===== config.mk =====
export PLATFORM = sky130hd
export DESIGN_NAME = pipelined_add_sub
export DESIGN_NICKNAME = d
export VERILOG_FILES = /design/src/rtl/pipelined_add_sub.sv
export SDC_FILE = /design/constraint.sdc
export NUM_CORES = 1
export LEC_CHECK = 0
export ABC_AREA = 1
export BUFFER_PORTS_ARGS = -buffer_cell sky130_fd_sc_hd__buf_2
export CAP_MARGIN = 20
export CORE_MARGIN = 8
export CORE_UTILIZATION = 25
export DETAILED_ROUTE_END_ITERATION = 8
export GPL_TIMING_DRIVEN = 0
export PLACE_DENSITY_LB_ADDON = 0.1
export SYNTH_ARGS = -nofsm -noshare
export SYNTH_HDL_FRONTEND = slang
export SYNTH_SLANG_ARGS = --single-unit

===== constraint.sdc =====
create_clock -name clk -period 6.6 [get_ports clk]
set_clock_uncertainty 0.1 [all_clocks]
set_input_delay 0.66 -clock clk [delete_from_list [all_inputs] [get_ports clk]]
set_output_delay 0.66 -clock clk [all_outputs]
set_load 0.01 [all_outputs]

===== src/rtl/pipelined_add_sub.sv =====
// Multi-cycle adder/subtractor: one CHUNK-bit slice per RUN cycle with a rippled carry.
// Define SATURATE_EN to clamp Sum to the signed limit when V is set.
module pipelined_add_sub #(
  parameter int unsigned WIDTH = 16,
  parameter int unsigned CHUNK = 4
) (
  input  logic             clk,
  input  logic             rst,
  input  logic             Start,
  input  logic [WIDTH-1:0] A,
  input  logic [WIDTH-1:0] B,
  input  logic             Cin,
  input  logic             Sub,
  output logic             Busy,
  output logic             Done,
  output logic [WIDTH-1:0] Sum,
  output logic             Co,
  output logic             V
);

  localparam int unsigned N  = WIDTH / CHUNK;
  localparam int unsigned CW = (N > 1) ? $clog2(N) : 1;
  localparam logic [CW-1:0] LAST = CW'(N - 1);

  typedef enum logic [1:0] {IDLE, RUN, FIN} state_t;

  state_t           state_q;
  logic [CW-1:0]    cnt_q;
  logic [WIDTH-1:0] a_q, b_q, acc_q, sum_q;
  logic             c_q, co_q, v_q;

  logic [CHUNK-1:0] a_chunk, b_chunk;
  logic [CHUNK:0]   chunk_res;
  logic [WIDTH-1:0] acc_d, sum_d;
  logic             co_d, v_d, c_into_msb;

  // Select the active slice, add it, and splice the result into the partial sum.
  always_comb begin
    a_chunk = '0;
    b_chunk = '0;
    for (int unsigned k = 0; k < N; k++) begin
      if (cnt_q == CW'(k)) begin
        a_chunk = a_q[k*CHUNK +: CHUNK];
        b_chunk = b_q[k*CHUNK +: CHUNK];
      end
    end
    chunk_res = {1'b0, a_chunk} + {1'b0, b_chunk} + {{CHUNK{1'b0}}, c_q};
    acc_d = acc_q;
    for (int unsigned k = 0; k < N; k++) begin
      if (cnt_q == CW'(k)) acc_d[k*CHUNK +: CHUNK] = chunk_res[CHUNK-1:0];
    end
    // Only meaningful on the last slice, which holds the MSB.
    c_into_msb = a_q[WIDTH-1] ^ b_q[WIDTH-1] ^ acc_d[WIDTH-1];
    co_d       = chunk_res[CHUNK];
    v_d        = c_into_msb ^ co_d;
`ifdef SATURATE_EN
    sum_d = v_d ? {a_q[WIDTH-1], {(WIDTH-1){~a_q[WIDTH-1]}}} : acc_d;
`else
    sum_d = acc_d;
`endif
  end

  always_ff @(posedge clk) begin
    if (rst) begin
      state_q <= IDLE;
      cnt_q   <= '0;
      a_q     <= '0;
      b_q     <= '0;
      c_q     <= 1'b0;
      acc_q   <= '0;
      sum_q   <= '0;
      co_q    <= 1'b0;
      v_q     <= 1'b0;
    end else begin
      case (state_q)
        IDLE, FIN: begin
          if (Start) begin
            a_q     <= A;
            b_q     <= Sub ? ~B : B;
            c_q     <= Sub ? ~Cin : Cin;
            cnt_q   <= '0;
            acc_q   <= '0;
            state_q <= RUN;
          end else begin
            state_q <= IDLE;
          end
        end
        RUN: begin
          acc_q <= acc_d;
          c_q   <= chunk_res[CHUNK];
          cnt_q <= cnt_q + CW'(1);
          if (cnt_q == LAST) begin
            sum_q   <= sum_d;
            co_q    <= co_d;
            v_q     <= v_d;
            state_q <= FIN;
          end
        end
        default: state_q <= IDLE;
      endcase
    end
  end

  assign Busy = (state_q == RUN);
  assign Done = (state_q == FIN);
  assign Sum  = sum_q;
  assign Co   = co_q;
  assign V    = v_q;

endmodule


# ---- Word level (Yosys, flattened, before mapping)
# Cells that the tools add are included.
dict set report word_totals {
  register_bits 71
  input_bits 37
  output_inout_bits 20
  word_cells 54
}
dict set report op_classes {
  addsub 3
  eq_ne 7
  muxes 23
  bitwise_logic 5
  reduce_logical 7
}
# cell count
set op_table {}
lappend op_table {{4-bit 2-to-1 mux} 12}
lappend op_table {{16-bit 2-to-1 mux} 2}
lappend op_table {{16-bit one-hot mux with 2 select lines} 1}
lappend op_table {{16-bit NOT} 1}
lappend op_table {{2-bit one-hot mux with 2 select lines} 2}
lappend op_table {{2-bit == test (second input constant)} 3}
lappend op_table {{2-bit AND reduction} 3}
lappend op_table {{4-bit by 4-bit adder with 5-bit output} 1}
lappend op_table {{5-bit by 1-bit adder with 5-bit output} 1}
lappend op_table {{2-bit by 1-bit == test with 1-bit output (second input constant)} 2}
lappend op_table {{2-bit zero test} 2}
lappend op_table {{2-bit 2-to-1 mux} 2}
lappend op_table {{1-bit 2-to-1 mux} 3}
lappend op_table {{1-bit XOR} 3}
lappend op_table {{2-bit by 1-bit adder with 2-bit output (second input constant)} 1}
lappend op_table {{2-bit by 1-bit != test with 1-bit output (second input constant)} 1}
lappend op_table {{2-bit != test (second input constant)} 1}
lappend op_table {{1-bit one-hot mux with 2 select lines} 1}
lappend op_table {{2-bit nonzero test} 1}
lappend op_table {{2-bit OR reduction} 1}
lappend op_table {{1-bit NOT} 1}

# ---- Logic depth before layout (Yosys ltp)
# Gate-level depths: netlist (run 1).
dict set report depth {
  depth_word 10
  ltp_mapped 19
}

# ---- Worst setup path after synthesis (run 1)
# Ideal clock, no wire load.
dict set report synth_path {
  path_kind {reg2reg}
  startpoint {reg cnt_q[0]}
  endpoint {reg acc_q[2]}
  setup_time_ps 122
  arrival_time_ps 2464
  required_time_ps 6378
  path_slack_ps 3913
  stages_incl_launch_ff 15
  synth_period_minus_slack_ps 2687
  path_cell_list {dfxtp_1 > inv_1 > ha_1 > inv_1 > clkbuf_1 > o221ai_1 > a22oi_1 > fa_1 > inv_1 > fa_1 > xor2_1 > o21ai_0 > o22ai_1 > inv_1 > nor2_1}
}
dict set report synth_via {
  elab_chain_len 9
  elab_cells_between_ends 16
}
# element line
set synth_rtl {}
lappend synth_rtl {{start: declaration} 28} ;# logic [CW-1:0] cnt_q;
lappend synth_rtl {{start signal: assignment} 91} ;# cnt_q <= cnt_q + CW'(1);
lappend synth_rtl {{2-bit zero test} {42, 50}}
lappend synth_rtl {{4-bit 2-to-1 mux (4 in a row)} 42} ;# if (cnt_q == CW'(k)) begin
lappend synth_rtl {{4-bit by 4-bit adder with 5-bit output} 47} ;# chunk_res = {1'b0, a_chunk} + {1'b0, b_chunk} + {{CHUNK{1'b0}}, c_q};
lappend synth_rtl {{5-bit by 1-bit adder with 5-bit output} 47}
lappend synth_rtl {{4-bit 2-to-1 mux *} 50} ;# if (cnt_q == CW'(k)) acc_d[k*CHUNK +: CHUNK] = chunk_res[CHUNK-1:0];
lappend synth_rtl {{16-bit one-hot mux with 2 select lines *} 75} ;# case (state_q)
lappend synth_rtl {{end signal: assignment} 70} ;# acc_q <= '0;
lappend synth_rtl {{end signal: assignment} 82} ;# acc_q <= '0;
lappend synth_rtl {{end signal: assignment} 89} ;# acc_q <= acc_d;
lappend synth_rtl {{end: declaration} 29} ;# logic [WIDTH-1:0] a_q, b_q, acc_q, sum_q;
# Every way passes the cells marked *; elsewhere a longest branch is shown, timed or not.
# A chain may end at the register's enable or synchronous reset.

# ---- Worst setup path in the final report (run 1)
dict set report layout_path {
  startpoint {reg cnt_q[0]}
  endpoint {reg acc_q[10]}
}
dict set report layout_via {
  elab_chain_len 9
  elab_cells_between_ends 16
}
# element line
set layout_rtl {}
lappend layout_rtl {{2-bit zero test} 42}
lappend layout_rtl {{4-bit 2-to-1 mux (4 in a row)} 42}
lappend layout_rtl {{4-bit by 4-bit adder with 5-bit output} 47}
lappend layout_rtl {{5-bit by 1-bit adder with 5-bit output} 47}
lappend layout_rtl {{4-bit 2-to-1 mux *} 50}
lappend layout_rtl {{16-bit one-hot mux with 2 select lines *} 75}
# Marked as above.

==> summary.md, run 1 <==
| Metric | Value |
|---|---|
| VDD IR-drop max | `0.154 mV` |
| Clk slew on worst S/H paths | `0.06 ns` |
| Vias per inst | `~4.4` |
| Fraction of layout cells with a size suffix above 1 | `19.8%` |
| Synthesized area | `0.00317 mm²` |
| Fmax achieved | `0.273 GHz` |
| Vias in the first global route | `2931` |
| Cell variety after synth | `29` |
| DIE HEIGHT | `~130 µm` |
| WL/cell | `about 14 µm` |
| Worst Max-Slew Pin Slew | `0.571 ns` |
| Most frequent cells in the layout | `68 x dfxtp_1, 65 x buf_2, 64 x nand2_1, 57 x o21ai_0, 43 x a21oi_1` |
| Asr flop ratio synth | `0%` |
| Setup Fix Bufs, Post-CTS | `0` |
| Clk Latency, worst-skew pair | `about 0.33 ns` |
| Fin cells | `approximately 660` |
| Final TNS setup | `0 ns` |
| Crit path kind | `flop to flop` |
| Syn_nets | `465` |
| Max clock buf depth | `2` |
| Num CTS Buffers | `9` |
| Boundary Pins | `57` |
| First-pass GRT wire length | `between 15000 and 20000 µm` |
| Largest net degree at the start of global routing | `13` |
| Post-route DRC | `0` |
| Worst EP required | `~6.8 ns` |
| GP Congestion | `slightly below 0.8` |
| Initial antenna violation count | `0` |
| Post-synth EDFFs | `0` |
| Initial DRC count | `99` |
| Initial cell density of the core | `about 25%` |
| GRT Total Usage | `12.0%` |
| Final ANT Viol Nets | `0` |
| CTS root buffer | `clkbuf_16` |
| CORE AREA | `0.0125 mm²` |
| CTS H-tree depth | `3` |
| Area Growth Syn to Fin | `26.6%` |
| Port Buf Inserts | `55` |
| Met3 usage | `around 3.3%` |
| Final Routed Wirelength | `about 9400 µm` |
| Max-cap violations | `0` |
| Status | `completed` |
| Relative max-transition margin | `61.9%` |
| Pleak | `~1.7 nW` |
| RSZ-0062 raised after global routing | `false` |
| Seq cells post-synth | `about 70` |
| Slew Viols, Final | `0` |
| Startpoint Class | `flop` |
| Fin. Hold Viols | `0` |
| Final Power | `approximately 1.2 mW` |
| PostCTS Resize Cnt | `0` |
| Data arrival time of the worst path | `between 3 and 4 ns` |
| First-pass detailed-route iteration total | `6` |
| Via count | `2921` |
| Predominant post-synthesis flop cell | `dfxtp_1` |
| Die area | `~0.017 mm²` |
| Sink count of the clock tree | `just under 70` |
| Final Critical Period | `between 3 and 4 ns` |
| GR peak layer | `met2` |
| Nets | `approximately 530` |
| Crit path max fanout | `10` |
| Period utilization | `a little under three fifths` |
| Sequential area share after synthesis | `43.0%` |
| Commonest non-fill, non-tap cell in the layout | `dfxtp_1` |
| Cell count after synthesis | `419` |
| N_diodes | `0` |
| Hold Buf Count CTS | `0` |
| Crit. End Element | `flop` |
| Width of the chip | `129 µm` |
| Yosys warns | `0` |
| GR Util met2 | `between 10% and 20%` |
| Endpoints failing setup | `0` |
| Post-DP HPWL | `slightly above 7000 µm` |
| Rows | `just over 40` |
| Power Density | `approximately 300 mW/mm²` |
| Met1 Use GR | `approximately 15%` |
| TritonCTS clock tree | `yes` |
| Syn_area_per_cell | `7.55 µm²` |
| Placed insts | `between 600 and 700` |
| GRT overflow | `0` |
| Worst Hold Class | `flop to flop` |
[stage by stage]
stage	hold WS [ns]	setup slack [ns]	area, µm²	utilization (%)
CTS	0.364	2.91	4010	32.0
finish	0.363	2.94	4010	32.0
detailed placement	0.356	2.92	3660	29.2
global placement	0.345	2.93	3660	29.2
global route	0.381	2.49	4010	32.0
floorplan	0.336	3.91	3170	-
[logic make-up after synthesis]
group,synth area share [%]
AO/OA/AOI/OAI,20.6
flip-flops,43.0
XOR/XNOR,4.98
AND/OR/NAND/NOR,18.7
buffers and inverters,8.66
adder cells (fa/ha/maj),4.03
[path summary, 6_finish.rpt]
check / from / cells after the start / slack, ns / to
worst max-delay path: cnt_q[0] / 14 / 2.94 / acc_q[10]
worst min-delay path: acc_q[9] / 2 / 0.36 / acc_q[9]
worst max register to register: cnt_q[0] / 14 / 2.94 / acc_q[10]
worst min register to register: acc_q[9] / 2 / 0.36 / acc_q[9]
[layer usage]
layer / up-vias / share of wire, %
met2: 53 / 47
met4: 0 / 1.2
met5: - / 0
li1: 1512 / -
met3: 8 / 4.0
met1: 1348 / 48
[state kept, by name, summed over array words and instances (netlist names)]
register  cells
state_q       2
cnt_q         2
Sum          16
a_q          16
V             1
c_q           1
acc_q        13
Co            1
b_q          16
[report_power, final]
part / leakage, nW / switching [mW] / internal (mW)
clock network: 0.169 / 0.180 / 0.379
logic: 1.01 / 0.117 / 0.0636
registers: 0.556 / 0.0118 / 0.434
total: 1.74 / 0.309 / 0.877
[Yosys cell counts (2+ instances only)]
library cell	number	share of area, %
dfxtp_1	68	43
nand2_1	64	7.6
o21ai_0	57	9.0
a21oi_1	43	6.8
nor2_1	38	4.5
inv_1	34	4.0
nand3_1	27	4.3
xnor2_1	16	4.4
clkbuf_1	11	1.3
buf_2	10	1.6
ha_1	7	2.8
o21ai_1	6	0.95
o211ai_1	5	1.2
o22ai_1	5	0.99
a22oi_1	4	0.95
or2_2	4	0.79
inv_2	3	0.36
buf_4	2	0.47
buf_6	2	0.71
fa_1	2	1.3
nand2_2	2	0.40
xor2_1	2	0.55
[layout make-up]
type,count,area [µm²]
clock buffer,10,239
clock inverter,6,111
tap,172,215
inverter,38,145
multi-input combinational,288,1530
fill,1422,8510
buffer,25,129
timing repair buffer,55,275
sequential,68,1360
[critical path: stages (launching register included)]
cell	delay (ns)
dfxtp_1	0.40
inv_1	0.09
ha_1	0.33
inv_1	0.11
clkbuf_1	0.45
o221ai_1	0.28
a22oi_1	0.29
fa_1	0.22
inv_1	0.06
fa_1	0.40
xor2_1	0.38
o21ai_0	0.23
o22ai_1	0.15
inv_1	0.05
nor2_1	0.07
Note: power is estimated with default switching activity, not from simulation.
==> run 2, diff against run 1 <==
==> constraint.sdc (replaced) <==
create_clock -name clk -period 3.7 [get_ports clk]
set_clock_uncertainty 0.1 [all_clocks]
set_input_delay 0.37 -clock clk [delete_from_list [all_inputs] [get_ports clk]]
set_output_delay 0.37 -clock clk [all_outputs]
set_load 0.01 [all_outputs]
==> run 2 against run 1 <==
  * Global-route usage is the same
  * Count of clock-buffer cells in the layout unchanged
  * Die area stayed put
  * Hold slack got worse by 0.21 ns
  * Design area grew 0.25%
  * Highest routed layer unchanged
  * Flip-flop and latch count stayed put
  * Register-to-register slack got worse by 2.6 ns
  * Worst setup slack got worse by 2.6 ns
  * Combinational power rose by 81%
  * Critical endpoint unchanged
==> summary.md, run 2 (synthesized netlist as in run 1, its figures left out) <==
| Metric | Value |
|---|---|
| Status | `completed` |
| Via count | `2932 (+0.38%)` |
| Crit path kind | `flop to flop` |
| Slowest Stage Delay on Critical Path | `0.42 ns (-0.03 ns)` |
| CTS H-tree depth | `3 (unchanged)` |
| GP Congestion | `0.774 (unchanged)` |
| Worst setup path start | `cnt_q[0]` |
| DIE HEIGHT | `129 µm (unchanged)` |
| RSZ-0062 raised after global routing | `false` |
| First-pass GRT wire length | `15200 µm (unchanged)` |
| Rows | `41 (unchanged)` |
| Fill cells | `1420 (-0.14%)` |
| Final ANT Viol Nets | `0 (unchanged)` |
| Slew Viols, Final | `0 (unchanged)` |
| Commonest non-fill, non-tap cell in the layout | `dfxtp_1` |
| Dpl cell area | `0.00366 mm² (unchanged)` |
| Hold Startpoint | `rst` |
| Final Routed Wirelength | `9430 µm (about the same)` |
| CORE AREA | `0.0125 mm² (unchanged)` |
| Initial antenna violation count | `0 (unchanged)` |
| Initial DRC count | `95 (-4.0%)` |
| GRT overflow | `0 (unchanged)` |
| Nets | `531 (unchanged)` |
| Startpoint Class | `flop` |
| TritonCTS clock tree | `yes` |
| First-pass detailed-route iteration total | `6 (unchanged)` |
| Clk Latency, worst-skew pair | `0.33 ns (about the same)` |
| Pleak | `1.75 nW (+0.35%)` |
| Most used cell, CP | `inv_1` |
| Clk slew on worst S/H paths | `0.06 ns (about the same)` |
| Initial cell density of the core | `25.3% (unchanged)` |
| Data arrival time of the worst path | `3.44 ns (-0.39 ns)` |
| Power Density | `527 mW/mm² (+78%)` |
| Vias per inst | `4.43 (+0.38%)` |
| Die area | `0.0165 mm² (unchanged)` |
| Crit. End Element | `flop` |
| Worst Hold Class | `primary input to flop` |
| Hold Buf Count CTS | `0 (unchanged)` |
| Crit path max fanout | `10 (unchanged)` |
| N_diodes | `0 (unchanged)` |
| Largest net degree at the start of global routing | `13 (unchanged)` |
| Crit-path cells | `inv_1 -> ha_1 -> inv_1 -> clkbuf_2 -> o221ai_1 -> a22oi_1 -> fa_1 -> inv_1 -> fa_1 -> xor2_2 -> o21ai_0 -> o22ai_1 -> inv_1 -> nor2_1` |
| Num CTS Buffers | `9 (unchanged)` |
| Max clock buf depth | `2 (unchanged)` |
| Final Cell Area | `0.00402 mm² (+0.25%)` |
| Area Growth Syn to Fin | `26.9%` |
| Max-cap violations | `0 (unchanged)` |
| Relative max-transition margin | `68.1% (+6.2 points)` |
| Worst EP required | `3.81 ns (-2.96 ns)` |
| Most frequent cells in the layout | `68 x dfxtp_1, 65 x buf_2, 64 x nand2_1, 57 x o21ai_0, 43 x a21oi_1` |
| Sink count of the clock tree | `68 (unchanged)` |
| Period utilization | `90.2% (+35 points)` |
| Boundary Pins | `57 (unchanged)` |
| WL/cell | `14.2 µm (about the same)` |
| GRT Total Usage | `12.0% (unchanged)` |
| Vias in the first global route | `2931 (unchanged)` |
| Slowest CP cell | `fa_1` |
| Fraction of layout cells with a size suffix above 1 | `20.6% (+0.82 points)` |
| Post-DP HPWL | `7110 µm (unchanged)` |
| Worst Max-Slew Pin Slew | `0.478 ns (-0.0928 ns)` |
| CTS root buffer | `clkbuf_16` |
| Fin. Hold Viols | `0 (unchanged)` |
| Endpoints failing setup | `0 (unchanged)` |
| Port Buf Inserts | `55 (unchanged)` |
| Width of the chip | `129 µm (unchanged)` |
| Post-route DRC | `0 (unchanged)` |
| Final TNS setup | `0 ns (unchanged)` |
| Fmax achieved | `0.300 GHz (+9.8%)` |
| Final Critical Period | `3.34 ns (-0.329 ns)` |
| VDD IR-drop max | `0.274 mV (+78%)` |
| FF-to-FF Start | `cnt_q[0]` |
==> run 2: cell count changes in the layout (fill, tap and decap cells not counted) <==
| cell | before | now |
|---|---|---|
| inv_2 | 3 | 4 |
| xor2_2 | 0 | 1 |
| xor2_1 | 2 | 1 |
| clkbuf_2 | 0 | 2 |
| inv_1 | 34 | 33 |
| clkbuf_1 | 11 | 9 |
==> run 2: power breakdown <==
group,leakage (nW),internal [mW],switching [mW]
Sequential,0.556,0.774,0.0211
Combinational,1.02,0.116,0.211
Clock,0.169,0.676,0.320
Total,1.75,1.57,0.553
==> run 2: final timing paths <==
check | endpoint | slack (ns) | cells past startpoint
max | acc_q[10] | 0.36 | 14
min | c_q | 0.16 | 2
max reg2reg | acc_q[10] | 0.36 | 14
min reg2reg | acc_q[0] | 0.37 | 2
==> run 2: stage by stage <==
| stage | instances | setup WS [ns] | power [mW] | utilization (%) | hold slack [ns] |
|---|---|---|---|---|---|
| floorplan | 419 | 1.01 | 1.03 | - | 0.336 |
| global placement | 646 | 0.0311 | 1.13 | 29.2 | 0.345 |
| detailed placement | 646 | 0.0211 | 1.14 | 29.2 | 0.356 |
| CTS | 662 | 0.00571 | 2.15 | 32.0 | 0.147 |
| global route | 662 | 0.00133 | 2.23 | 32.1 | 0.174 |
| finish | 662 | 0.364 | 2.12 | 32.1 | 0.155 |
==> run 2: layout make-up <==
| cell class | count | area [µm²] | share of cell area, % |
|---|---|---|---|
| sequential | 68 | 1360 | 33.9 |
| inverter | 38 | 145 | 3.61 |
| timing repair buffer | 55 | 275 | 6.85 |
| clock buffer | 10 | 239 | 5.95 |
| tap | 172 | 215 | 5.36 |
| multi-input combinational | 288 | 1540 | 38.3 |
| clock inverter | 6 | 111 | 2.77 |
| buffer | 25 | 131 | 3.27 |
==> run 2: what timing repair did <==
item	CTS	global route
gates resized for setup	0	6
setup endpoints to repair	0	8
buffers inserted	0	0
==> run 2: routing by layer <==
metal	global-route usage [%]	wire length, µm
met1	14.8	4530
met2	20.0	4420
met3	3.27	380
met4	3.73	103
met5	0	0
==> run 2: worst max-delay path: cells and delay by family, from the launching register on <==
family | cells | cell delay (ns)
compound gates | 4 | 0.91
xor+xnor | 1 | 0.20
fa+ha+maj | 3 | 0.97
buf+inv | 5 | 0.59
flops | 1 | 0.40
simple gates | 1 | 0.03
==> run 3, diff against run 2 <==
--- a/config.mk
+++ b/config.mk
@@ -13,6 +13,7 @@
 export DETAILED_ROUTE_END_ITERATION = 8
 export GPL_TIMING_DRIVEN = 0
 export PLACE_DENSITY_LB_ADDON = 0.1
+export RECOVER_POWER = 50
 export SYNTH_ARGS = -nofsm -noshare
 export SYNTH_HDL_FRONTEND = slang
 export SYNTH_SLANG_ARGS = --single-unit
==> run 3 against run 2 <==
  * Worst setup slack improved by 0.0052 ns
  * Final cell count unchanged
  * Utilization decreased by 0.28 points
  * Register-to-register slack about the same
  * Non-clock buffer count unchanged
  * Critical path depth unchanged
  * Routed wire length increased by 0.39%
  * Critical path type unchanged
  * Critical endpoint unchanged
  * Largest power group unchanged
==> summary.md, run 3 (synthesized netlist as in run 1, its figures left out) <==
| Metric | Value |
|---|---|
| WHS Endpoint | `c_q` |
| Sink count of the clock tree | `68 (unchanged)` |
| Vias in the first global route | `2931 (unchanged)` |
| Crit path max fanout | `10 (unchanged)` |
| Crit path kind | `flop to flop` |
| FF-to-FF Start | `cnt_q[0]` |
| Most frequent cells in the layout | `68 x dfxtp_1, 65 x nand2_1, 57 x o21ai_0, 43 x a21oi_1, 42 x buf_2` |
| Width of the chip | `129 µm (unchanged)` |
| Final Critical Period | `3.33 ns (-0.00524 ns)` |
| PnR worst setup slack | `0.369 ns (+0.00524 ns)` |
| DR top layer | `met4` |
| TritonCTS clock tree | `yes` |
| Met3 WL post-DR | `422 µm (+11%)` |
| Fmax achieved | `0.300 GHz (+0.16%)` |
| Reg2Reg Setup Slack | `0.37 ns (about the same)` |
| WL/cell | `14.3 µm (+0.39%)` |
| Period utilization | `90.0% (-0.14 points)` |
| CORE AREA | `0.0125 mm² (unchanged)` |
| VDD IR-drop max | `0.274 mV (about the same)` |
| Slew Viols, Final | `0 (unchanged)` |
| Fraction of layout cells with a size suffix above 1 | `15.3% (-5.3 points)` |
| Clk Latency, worst-skew pair | `0.33 ns (about the same)` |
| Max clock buf depth | `2 (unchanged)` |
| Vias per inst | `4.40 (-0.65%)` |
| CTS root buffer | `clkbuf_16` |
| Via count | `2913 (-0.65%)` |
| Crit. End Element | `flop` |
| Initial DRC count | `133 (+40%)` |
| Register Area | `0.00136 mm² (unchanged)` |
| First-pass detailed-route iteration total | `5 (-1)` |
| Die area | `0.0165 mm² (unchanged)` |
| R2R depth | `14 (unchanged)` |
| Nets | `531 (unchanged)` |
| Num CTS Buffers | `9 (unchanged)` |
| Worst EP required | `3.81 ns (about the same)` |
| Commonest non-fill, non-tap cell in the layout | `dfxtp_1` |
| Initial cell density of the core | `25.3% (unchanged)` |
| Largest net degree at the start of global routing | `13 (unchanged)` |
| Area Growth Syn to Fin | `25.8%` |
| Initial antenna violation count | `0 (unchanged)` |
| Boundary Pins | `57 (unchanged)` |
| Clk slew on worst S/H paths | `0.06 ns (about the same)` |
| Worst Hold Margin | `0.156 ns (+0.000962 ns)` |
| WL met2 | `4450 µm (+0.77%)` |
| Relative max-transition margin | `63.3% (-4.8 points)` |
| DIE HEIGHT | `129 µm (unchanged)` |
| Terminus of the critical flop-to-flop path | `acc_q[10]` |
| Fin cells | `662 (unchanged)` |
| Fin. Hold Viols | `0 (unchanged)` |
| Data arrival time of the worst path | `3.44 ns (about the same)` |
| Final ANT Viol Nets | `0 (unchanged)` |
| GP Congestion | `0.774 (unchanged)` |
| Worst Max-Slew Pin Slew | `0.550 ns (+0.0719 ns)` |
| N_diodes | `0 (unchanged)` |
| Dpl cell area | `0.00366 mm² (unchanged)` |
| Startpoint Class | `flop` |
| Port Buf Inserts | `55 (unchanged)` |
| Status | `completed` |
| Dpl ws | `0.0211 ns (unchanged)` |
| Final Power | `2.12 mW (about the same)` |
| Final Routed Wirelength | `9470 µm (+0.39%)` |
| Rows | `41 (unchanged)` |
| Final Cell Area | `0.00398 mm² (-0.87%)` |
| Metal-1 WL | `4520 µm (-0.24%)` |
| Utilization after layout | `31.8% (-0.28 points)` |
| GRT overflow | `0 (unchanged)` |
| Endpoints failing setup | `0 (unchanged)` |
| Area of the multi-input gates | `0.00154 mm² (-0.16%)` |
| Max-cap violations | `0 (unchanged)` |
| RSZ-0062 raised after global routing | `false` |
| GRT Total Usage | `12.0% (unchanged)` |
| Final TNS setup | `0 ns (unchanged)` |
| First-pass GRT wire length | `15200 µm (unchanged)` |
| Post-DP HPWL | `7110 µm (unchanged)` |
| Worst Hold Depth | `2 (unchanged)` |
| Worst Hold Class | `primary input to flop` |
| Hold Startpoint | `rst` |
| Post-route DRC | `0 (unchanged)` |
| Power Density | `532 mW/mm² (+0.82%)` |
| Worst setup path start | `cnt_q[0]` |
| Pleak | `1.65 nW (-5.7%)` |
| Placed insts | `646 (unchanged)` |
| CTS H-tree depth | `3 (unchanged)` |
| Fill cells | `1438 (+1.3%)` |
## run 3: layer usage
layer | up-vias | track usage [%]
li1 | 1512 | -
met1 | 1339 | 14.8
met2 | 56 | 20.0
met3 | 6 | 3.27
met4 | 0 | 3.73
met5 | - | 0
## run 3: critical path: stages, from the launching register on
cell and delay (ns):
dfxtp_1 0.40, inv_1 0.09, ha_1 0.33, inv_1 0.11
clkbuf_2 0.27, o221ai_1 0.21, a22oi_1 0.27, fa_1 0.22
inv_1 0.06, fa_1 0.42, xor2_2 0.21, o21ai_0 0.33
o22ai_1 0.12, inv_1 0.06, nor2_1 0.03
## run 3: report_power, final
group	internal (mW)	leakage, nW	switching, mW
Combinational	0.113	0.920	0.211
Clock	0.676	0.169	0.322
Sequential	0.774	0.556	0.0209
## run 3: worst max-delay path by stage
| stage | endpoint | slack, ns | cells past startpoint |
|---|---|---|---|
| finish | acc_q[10] | 0.37 | 14 |
| global route | acc_q[10] | 0.001 | 15 |
| CTS | acc_q[10] | 0.006 | 14 |
| detailed placement | acc_q[10] | 0.02 | 14 |
| global placement | acc_q[10] | 0.03 | 14 |
| floorplan | acc_q[2] | 1.01 | 14 |
## run 3: timing repair
| action | CTS | global route |
|---|---|---|
| resized for setup | 0 | 6 |
| endpoints found under the setup margin | 0 | 8 |
| hold buffers | 0 | 0 |
| buffers inserted | 0 | 0 |
## run 3: cell type report
| cell class | count | area share, % |
|---|---|---|
| well taps | 172 | 5.41 |
| clock inverters | 6 | 2.80 |
| inverters | 38 | 3.65 |
| flip-flops and latches | 68 | 34.2 |
| plain buffers | 25 | 3.08 |
| multi-input cells | 288 | 38.6 |
| repair buffers | 55 | 6.32 |
| clock buffers | 10 | 6.00 |
